[src/rtl/alu_share_ctrl.sv]
// alu_share_ctrl: round-robin arbiter and sequencer sharing one ALU between two requesters,
// trapping illegal modes and divide-by-zero before the ALU result reaches a requester.
module alu_share_ctrl #(
  parameter int W = 8,
  parameter logic [W-1:0] DIVZ_LO = 8'hFF
) (
  input  logic           clk,
  input  logic           rst_n,
  input  logic [1:0]     req_valid,
  output logic [1:0]     req_ready,
  input  logic [2*W-1:0] req_a,
  input  logic [2*W-1:0] req_b,
  input  logic [1:0]     req_cin,
  input  logic [5:0]     req_mode,
  output logic           rsp_valid,
  input  logic           rsp_ready,
  output logic           rsp_id,
  output logic [W-1:0]   rsp_lo,
  output logic [W-1:0]   rsp_hi,
  output logic           rsp_cout,
  output logic           rsp_err,
  output logic           busy,
  output logic [W-1:0]   alu_a,
  output logic [W-1:0]   alu_b,
  output logic           alu_cin,
  output logic [2:0]     alu_mode,
  input  logic [W-1:0]   alu_ao,
  input  logic [W-1:0]   alu_bo,
  input  logic           alu_cout
);
  typedef enum logic [1:0] {IDLE, ISSUE, RESP} state_t;
  state_t state, state_nxt;
  logic ptr, win, hs, trap;
  logic [W-1:0] a_w, b_w, a_r, b_r, lo_r, hi_r;
  logic [2:0] mode_w, mode_r;
  logic cin_w, cin_r, cout_r, id_r, err_r, div_zero;
  assign win = &req_valid ? ptr : req_valid[1];
  assign hs = rst_n && state == IDLE && |req_valid;
  assign req_ready = hs ? (win ? 2'b10 : 2'b01) : 2'b00;
  assign a_w = win ? req_a[2*W-1:W] : req_a[W-1:0];
  assign b_w = win ? req_b[2*W-1:W] : req_b[W-1:0];
  assign cin_w = win ? req_cin[1] : req_cin[0];
  assign mode_w = win ? req_mode[5:3] : req_mode[2:0];
  assign div_zero = mode_w == 3'b101 && b_w == '0;
  assign trap = mode_w == 3'b111 || div_zero;
  always_comb begin
    state_nxt = state;
    state_nxt = state == IDLE  ? (hs ? (trap ? RESP : ISSUE) : IDLE) :
                state == ISSUE ? RESP :
                                 (rsp_ready ? IDLE : RESP);
  end
  always_ff @(posedge clk) begin
    if (!rst_n) state <= IDLE;
    else state <= state_nxt;
  end
  always_ff @(posedge clk) begin
    if (!rst_n) begin
      ptr <= 1'b0;
      a_r <= '0;
      b_r <= '0;
      cin_r <= 1'b0;
      mode_r <= '0;
      id_r <= 1'b0;
      lo_r <= '0;
      hi_r <= '0;
      cout_r <= 1'b0;
      err_r <= 1'b0;
    end else begin
      if (hs) begin
        a_r <= a_w;
        b_r <= b_w;
        cin_r <= cin_w;
        mode_r <= mode_w;
        id_r <= win;
        err_r <= trap;
        lo_r <= div_zero ? DIVZ_LO : '0;
        hi_r <= div_zero ? a_w : '0;
        cout_r <= 1'b0;
      end
      // only add/sub carry out, only mul/div have a meaningful high byte
      if (state == ISSUE) begin
        lo_r <= alu_ao;
        hi_r <= mode_r[2:1] == 2'b10 ? alu_bo : '0;
        cout_r <= mode_r[2:1] == 2'b00 && alu_cout;
        err_r <= 1'b0;
      end
      if (state == RESP && rsp_ready) ptr <= ~id_r;
    end
  end
  assign rsp_valid = state == RESP;
  assign busy = state != IDLE;
  assign rsp_id = id_r;
  assign rsp_lo = lo_r;
  assign rsp_hi = hi_r;
  assign rsp_cout = cout_r;
  assign rsp_err = err_r;
  assign alu_a = a_r;
  assign alu_b = b_r;
  assign alu_cin = cin_r;
  assign alu_mode = mode_r;
endmodule

[config.mk]
export PLATFORM = sky130hd
export DESIGN_NAME = alu_share_ctrl
export DESIGN_NICKNAME = d
export VERILOG_FILES = /design/src/rtl/alu_share_ctrl.sv
export SDC_FILE = /design/constraint.sdc
export NUM_CORES = 1
export LEC_CHECK = 0
export ABC_CLOCK_PERIOD_IN_PS = 2800
export BUFFER_PORTS_ARGS = -buffer_cell sky130_fd_sc_hd__clkbuf_2
export CORE_AREA = 2 2 105 66
export CTS_BUF_LIST = sky130_fd_sc_hd__clkbuf_2
export DETAILED_ROUTE_END_ITERATION = 10
export DIE_AREA = 0 0 107 68
export SYNTH_ARGS = -nofsm -noshare
export SYNTH_HDL_FRONTEND = slang
export SYNTH_SLANG_ARGS = --single-unit
[constraint.sdc]
create_clock -name clk -period 2.8 [get_ports clk]
set_input_delay 0 -clock clk [delete_from_list [all_inputs] [get_ports clk]]
set_output_delay 0 -clock clk [all_outputs]
set_load 0.01 [all_outputs]
-- After elaboration in Yosys (flattened, before gate mapping)
Cells that the tools add are included.
- register bits after elaboration: 42
- input bits: 62
- output and inout port bits: 43
- logic and storage cells: 53
- equal/unequal tests: 5
- multiplexer cells: 21
- bitwise gates (word level): 2
- reductions and logical operators: 14
- operator list (cell ; number):
    two-way mux 8 bit ; 9
    two-way mux 2 bit ; 7
    zero test 8 bit ; 1
    equality test 3 bit, second input constant ; 2
    logical AND 1 bit ; 5
    equality test 2 bit, second input constant ; 2
    zero test 2 bit ; 2
    two-way mux 1 bit ; 4
    nonzero test 2 bit ; 2
    OR reduction 2 bit ; 2
    two-way mux 3 bit ; 1
    equality test 2 x 1 -> 1 bit, second input constant ; 1
    NOT 1 bit ; 2
    AND reduction 2 bit ; 1
    logical OR 1 bit ; 1

-- Longest topological paths before layout
Gate-level depths: netlist of the first run.
- word-level depth: 9
- mapped depth: 7
- depth with buffers taken out: 4

-- Worst setup path before layout of the first run
OpenSTA, ideal clock, no wires.
- path type: flip-flop to flip-flop
- start point: reg state[0]
- end point: reg b_r[0] (netlist: alu_b[0])
- setup time: 132 ps
- arrival: 1412 ps
- data required time: 2668 ps
- setup slack: 1255 ps
- stages on the path, launching flop included: 8
- path buffers: 3
- clock period less this slack: 1545 ps
- cell sequence: dfxtp_1 > or2_0 > clkbuf_1 > or2_1 > buf_2 > clkbuf_1 > nand3_1 > o21ai_0
- longest elaborated chain between the ends: 3
- ends and longest elaborated chain (what ; RTL line ; source):
    start: declaration ; 32 ; state_t state, state_nxt;
    start signal: assignment ; 54 ; else state <= state_nxt;
    zero test 2 bit ; 38 ; assign hs = rst_n && state == IDLE && |req_valid;
    logical AND 1 bit (2 in a row) ; 38 ;
    end signal: assignment ; 71 ; b_r <= b_w;
    end: declaration ; 34 ; logic [W-1:0] a_w, b_w, a_r, b_r, lo_r, hi_r;
No other way between the ends.
A chain may end at the register's enable or synchronous reset.

-- Worst setup path after layout of the first run
- start point: reg ptr
- end point: reg b_r[0] (netlist: alu_b[0])
- longest elaborated chain between the ends: 2
- ends and longest elaborated chain (what ; RTL line ; source):
    start: declaration ; 33 ; logic ptr, win, hs, trap;
    start signal: assignment ; 87 ; if (state == RESP && rsp_ready) ptr <= ~id_r;
    two-way mux 1 bit ; 37 ; assign win = &req_valid ? ptr : req_valid[1];
    two-way mux 8 bit ; 41 ; assign b_w = win ? req_b[2*W-1:W] : req_b[W-1:0];
No other way between the ends.

==> results.yml, run 1 <==
floorplan:
  num_io_pins: 105
  die_area_um2: 7280
  rows: 23
  start_util_pct: 28.9
  die_w_um: 107
  core_area_um2: 6420
  die_h_um: 68
run:
  drv_cap: 0
worst_setup_path:
  reg2reg_to: "alu_b[0]"
  cp.arrival_ps: 2750
  max_stage_delay_ps: 660
  worstPathCellList: "nand2b_1 -> nand2_1 -> buf_4 -> mux2i_1 -> dlygate4sd3_1 -> o21ai_0"
  crit_path_end: "alu_b[0]"
  cpMaxStageDelayCell: "nand2_1"
  regToRegStartpoint: "ptr"
  critical_path_class: "flop to flop"
  critPathLaunch: "ptr"
  r2r_slack_ps: 310
  path_delay_family: "simple AND/OR/NAND/NOR gates"
  rr_worst_depth: 6
  cp.required_ps: 3060
  start_kind: "flop"
  path_buf_inv: 2
  worstPathMaxFanout: 15
  cp.depth: 6
  critPathCaptureType: "flop"
grt:
  antenna_found_initial: 0
  grt_pass1_vias: 1984
  grt_pass1_wl_mm: 9.56
  grtUsageTotal_pct: 17.1
  grt_overflow: 0
  grt_max_degree: 53
cells_and_area:
  drive_above_1_share_pct: 33.6
  fin_area_um2: 3090
  syn2layout_area_growth_pct: 67.0
  final_net_count: 415
placement:
  port_buffers: 104
  gp_congestion: 0.811
  place_area_um2: 2420
  dpl.hpwl_mm: 4.14
cts:
  clock-sinks: 42
  cts-hold-fix-buffers: 63
  htree_levels: 2
  clk_latency_ps: 380
  clockRootBuffer: "clkbuf_2"
  cts_buffers: 5
  cts_setup_buffers: 0
  cts_buffer_depth: 2
  cts_resized: 0
  cts_tree: "yes"
  clkTransAtPathRegs_ps: 210
synth:
  postSynthCellCount: 191
  avgSynthCellArea_um2: 9.70
  yosysTopAreaCellShare_pct: 45.4
  synth_flop_cell: "dfxtp_1"
  async_flop_share_pct: 0
  ys.warnings.count: 0
  netlist_area_um2: 1850
  synth_edf_count: 0
  synthesis.nets: 253
  synth_top_area_cell: "dfxtp_1"
  ys_types: 41
  ys_seq_area_share_pct: 45.4
  synth-seq-cells: 42
  synthTopCellsByArea: "dfxtp_1, mux2i_1, a22oi_1"
timing:
  hold_viol_final: 0
  finalCriticalPeriod_ps: 2490
  slew-limit-headroom_pct: 33.7
  rsz0062_at_grt: "false"
  worst_slew_pin_slew_ps: 993
  setup-tns-final_ps: 0
  drv_slew: 0
  finalClockSkew_ps: 8.00
  setup_viol: 0
  fmax_mhz: 401
  period_share_pct: 89.0
drt:
  finalWirelength_mm: 6.47
  drtAntennaViolNets: 0
  drt_iter0_drc: 85
  drc_errors: 0
  avgViaCountPerCell: 4.88
  dr.pass1.iters: 5
  wl_per_cell_um: 14.6
  vias: 2157
power:
  p_total_mw: 1.37
  powerDensity_nw_per_um2: 442
  vdd_drop_max_mv: 0.233
  leakage_nw: 1.45
run_status:
  status: "finished, final reports clean"
worst_hold_path:
  worstHoldPathType: "input pin to flop"
-- per-layer routing --
metal / part of all wire, % / track usage [%] / up-vias
li1: - / - / 1061
met1: 46 / 22.0 / 999
met2: 46 / 29.5 / 97
met3: 8.0 / 4.86 / 0
met4: 0 / 2.44 / 0
met5: 0 / 0 / -
-- report_power, final --
part,internal (mW),switching [mW]
Clock,0.0616,0.196
Combinational,0.204,0.211
Sequential,0.658,0.0372
-- layout by cell type (no fill, tap or decap), drive strengths merged, types with 7 or more instances in the layout --
| master | netlist | routed |
|---|---|---|
| clkbuf | 6 | 110 |
| dlygate4sd3 | 0 | 63 |
| dfxtp | 42 | 42 |
| mux2i | 19 | 19 |
| a22oi | 15 | 15 |
| nand3 | 13 | 13 |
| o21ai | 13 | 13 |
| nor2 | 9 | 9 |
| o22ai | 8 | 8 |
| o2bb2ai | 8 | 8 |
| o31ai | 7 | 7 |
-- cell families (layout without fill, tap and decap cells) --
kind of cell,count (synthesis),count (layout),synth area share (%)
compound gates,66,66,25.5
buf+inv,15,178,4.05
flops,42,42,45.4
mux,19,19,10.3
other cells,0,1,0
simple gates,49,49,14.7
-- synth_stat cells (3+ instances only) --
master     instances
o21ai_1            6
nand3_1           13
nor3_1             4
dfxtp_1           42
buf_2              3
o31ai_1            7
o2bb2ai_1          8
a22oi_1           15
a21oi_1            5
nand2_1            6
o21ai_0            7
and3_1             3
clkbuf_1           6
o22ai_1            8
mux2i_1           19
nor2_1             9
-- metrics by stage --
stage | worst slack [ps] | std cells | hold WS (ps) | utilization (%)
detailed placement | 813 | 370 | 235 | 37.7
floorplan | 1260 | 191 | 137 | -
finish | 307 | 442 | 30.8 | 48.2
global placement | 889 | 370 | 237 | 37.7
CTS | 325 | 441 | 7.55 | 48.2
global route | 115 | 441 | 16.3 | 48.2
-- worst min-delay path by stage --
stage | to | startpoint | cells after the start | slack (ps)
floorplan | rsp_cout | alu_cout | 2 | 140
global placement | rsp_cout | alu_cout | 3 | 240
detailed placement | rsp_cout | alu_cout | 3 | 240
CTS | alu_mode[2] | req_mode[5] | 4 | 8
global route | rsp_hi[7] | alu_bo[7] | 4 | 20
finish | alu_mode[2] | req_mode[5] | 4 | 30
-- sequential cells by signal, indices dropped and copies added (netlist names), 2 cells and up --
register	count
alu_a	8
alu_b	8
rsp_hi	8
alu_mode	3
state	2
rsp_lo	8
-- cell type report --
cell class / instances / area [µm²]
clock buffers: 6 / 30.0
flip-flops and latches: 42 / 841
inverters: 2 / 7.51
repair buffers: 168 / 1160
diodes: 1 / 2.50
clock inverters: 2 / 8.76
well taps: 87 / 109
fillers: 602 / 3320
multi-input cells: 134 / 936
-- worst reg2reg max path: stages, from the launching register on --
cell           delay, ps
dfxtp_1              350
nand2b_1             240
nand2_1              660
buf_4                310
mux2i_1              200
dlygate4sd3_1        560
o21ai_0               60
No activity file was read; power rests on OpenSTA's default activity.
==> run 2: changes to the inputs <==
Settings changed: BUFFER_PORTS_ARGS -buffer_cell sky130_fd_sc_hd__clkbuf_2 to default, CORE_AREA 2 2 105 66 to 2 2 70 45, CTS_CLUSTER_DIAMETER from default to 50, DIE_AREA 0 0 107 68 to 0 0 72 47, DONT_BUFFER_PORTS from default to 1, PLACE_DENSITY from default to 0.84.
==> run 2 against run 1 <==
  * Worst setup slack lost 180 ps
  * Sequential power is 6.3% higher
  * Clock skew increased by 7.7 ps
  * Sequential share of layout area increased by 5.8 points
  * Routed wire length rose by 10%
  * Maximum frequency fell by 6.9%
  * Final cell count is 35% lower
  * Via count fell by 5.7%
  * Clock power grew 4%
  * Worst hold slack gained 13 ps
  * Non-clock buffer count decreased by 99
  * Largest cell class is now multi-input combinational cells
  * Largest power group unchanged
==> results.yml, run 2 (synthesis gave the netlist of run 1 again) <==
drt:
  dr.pass1.iters: 5
  avgViaCountPerCell: 7.07
  drc_errors: 0
  drt_iter0_drc: 247
  vias: 2035
  wl_per_cell_um: 24.7
  finalWirelength_mm: 7.12
  drtAntennaViolNets: 0
floorplan:
  die_area_um2: 3380
  die_w_um: 72
  core_area_um2: 2760
  start_util_pct: 67.1
  num_io_pins: 105
  rows: 15
  die_h_um: 47
worst_hold_path:
  worstHoldPathType: "input pin to flop"
  whs_endpoint: "state[1]"
  min_path_cells: 4
  hold_path.startpoint: "req_mode[0]"
run_status:
  status: "finished, final reports clean"
placement:
  gp_congestion: 0.872
  dp_slack_ps: 789
  dpl.hpwl_mm: 3.57
  dpl.cell_count: 213
  port_buffers: 0
cts:
  clkTransAtPathRegs_ps: 220
  clockRootBuffer: "clkbuf_2"
  clk_latency_ps: 420
  cts_buffers: 5
  clock-sinks: 42
  cts_buffer_depth: 2
  cts_tree: "yes"
  htree_levels: 2
timing:
  fmax_mhz: 373
  setup_ws_ps: 122
  drv_slew: 0
  finalClockSkew_ps: 15.7
  finalCriticalPeriod_ps: 2680
  rsz0062_at_grt: "false"
  slew-limit-headroom_pct: 34.6
  period_share_pct: 95.6
  worst_slew_pin_slew_ps: 980
  setup-tns-final_ps: 0
  setup_viol: 0
  hold_viol_final: 0
worst_setup_path:
  max_stage_delay_ps: 930
  rr_worst_depth: 5
  critPathCaptureType: "flop"
  critPathMostFrequentCell: "dlygate4sd3_1"
  path_delay_family: "buffers and inverters"
  critical_path_class: "input pin to flop"
  cpMaxStageDelayCell: "dlygate4sd3_1"
  worstPathMaxFanout: 15
  worstPathCellList: "dlygate4sd3_1 -> inv_1 -> a21oi_1 -> a22oi_1 -> o31ai_1 -> dlygate4sd3_1"
  cp.required_ps: 3180
  reg2reg_to: "rsp_hi[2]"
  path_buf_inv: 3
  cp.arrival_ps: 3060
  r2r_slack_ps: 220
  start_kind: "input pin"
  regToRegStartpoint: "state[0]"
power:
  comb_power_share_pct: 22.8
  internal-power_uw: 866
  p_total_mw: 1.30
  vdd_drop_max_mv: 0.378
  leakage_nw: 1.03
  powerDensity_nw_per_um2: 512
  seqPwrFrac_pct: 56.6
  p_clk_share_pct: 20.6
  p_sw_uw: 439
  p_sw_share_pct: 33.6
cells_and_area:
  fin_util_pct: 92.4
  final_cell_mix: "dlygate4sd3_1, dfxtp_1, mux2i_1"
  antenna_cells: 0
  drive_above_1_share_pct: 5.91
  final_cells: 288
  syn2layout_area_growth_pct: 37.7
  final_common_cell: "dlygate4sd3_1"
  final_net_count: 316
grt:
  grtUsageTotal_pct: 42.1
  grt_max_degree: 53
  grt_pass1_vias: 2046
  grt_pass1_wl_mm: 10.2
  grt_overflow: 0
  antenna_found_initial: 0
run:
  drv_cap: 0
==> run 2: cell types whose count changed in the layout (fill, tap and decap cells not counted) <==
| cell | delta |
|---|---|
| dlygate4sd3_1 | +5 |
| diode_2 | -1 |
| clkbuf_2 | -103 |
| clkinv_1 | -1 |
| clkinv_2 | -1 |
==> run 2: worst max-delay path by stage <==
| stage | from | to | cells past startpoint |
|---|---|---|---|
| after floorplan | state[0] | alu_b[0] | 7 |
| after global placement | state[0] | state[0] | 4 |
| after detailed placement | state[0] | state[0] | 4 |
| after CTS | state[0] | rsp_hi[6] | 4 |
| after global routing | state[0] | rsp_hi[2] | 5 |
| final | rst_n | rsp_hi[2] | 6 |
==> run 2: repair_timing <==
action / CTS / global route
buffers inserted: 0 / 0
endpoints found under the hold margin: 42 / 0
resized for setup: 0 / 0
hold buffers: 68 / 0
==> run 2: routing by layer <==
metal | part of all wire [%] | up-vias | track usage [%]
met1 | 35 | 946 | 44.8
met3 | 13 | 44 | 15.7
li1 | - | 859 | -
met5 | 0 | - | 0
met2 | 48 | 186 | 76.1
met4 | 4.6 | 0 | 23.4
==> run 2: area by class of cell <==
cell class,instances,area [µm²]
Clock buffer,7,35.0
Fill cell,105,209
Inverter,2,7.51
Multi-Input combinational cell,134,936
Sequential cell,42,841
Tap cell,34,42.5
Timing Repair Buffer,69,688
==> run 2: worst min-delay path, stage by stage <==
cell and delay (ps):
nand3_1 60, a21oi_1 60, o21ai_0 210, o211ai_2 90
==> run 2: power groups by stage <==
stage                     clock [mW]  combinational, mW  sequential (mW)
final                          0.268              0.297            0.739
after global placement             0              0.175            0.740
after global routing           0.279              0.314            0.744
after floorplan                    0              0.163            0.727
after detailed placement           0              0.185            0.743
after CTS                      0.254              0.274            0.731
==> run 2: per-stage QoR <==
| step | cell area, µm² | hold WS (ps) |
|---|---|---|
| final | 2550 | 43.6 |
| after CTS | 2550 | 16.6 |
| after global routing | 2550 | 48.5 |
| after detailed placement | 1830 | 152 |
| after global placement | 1830 | 140 |
| after floorplan | 1850 | 137 |
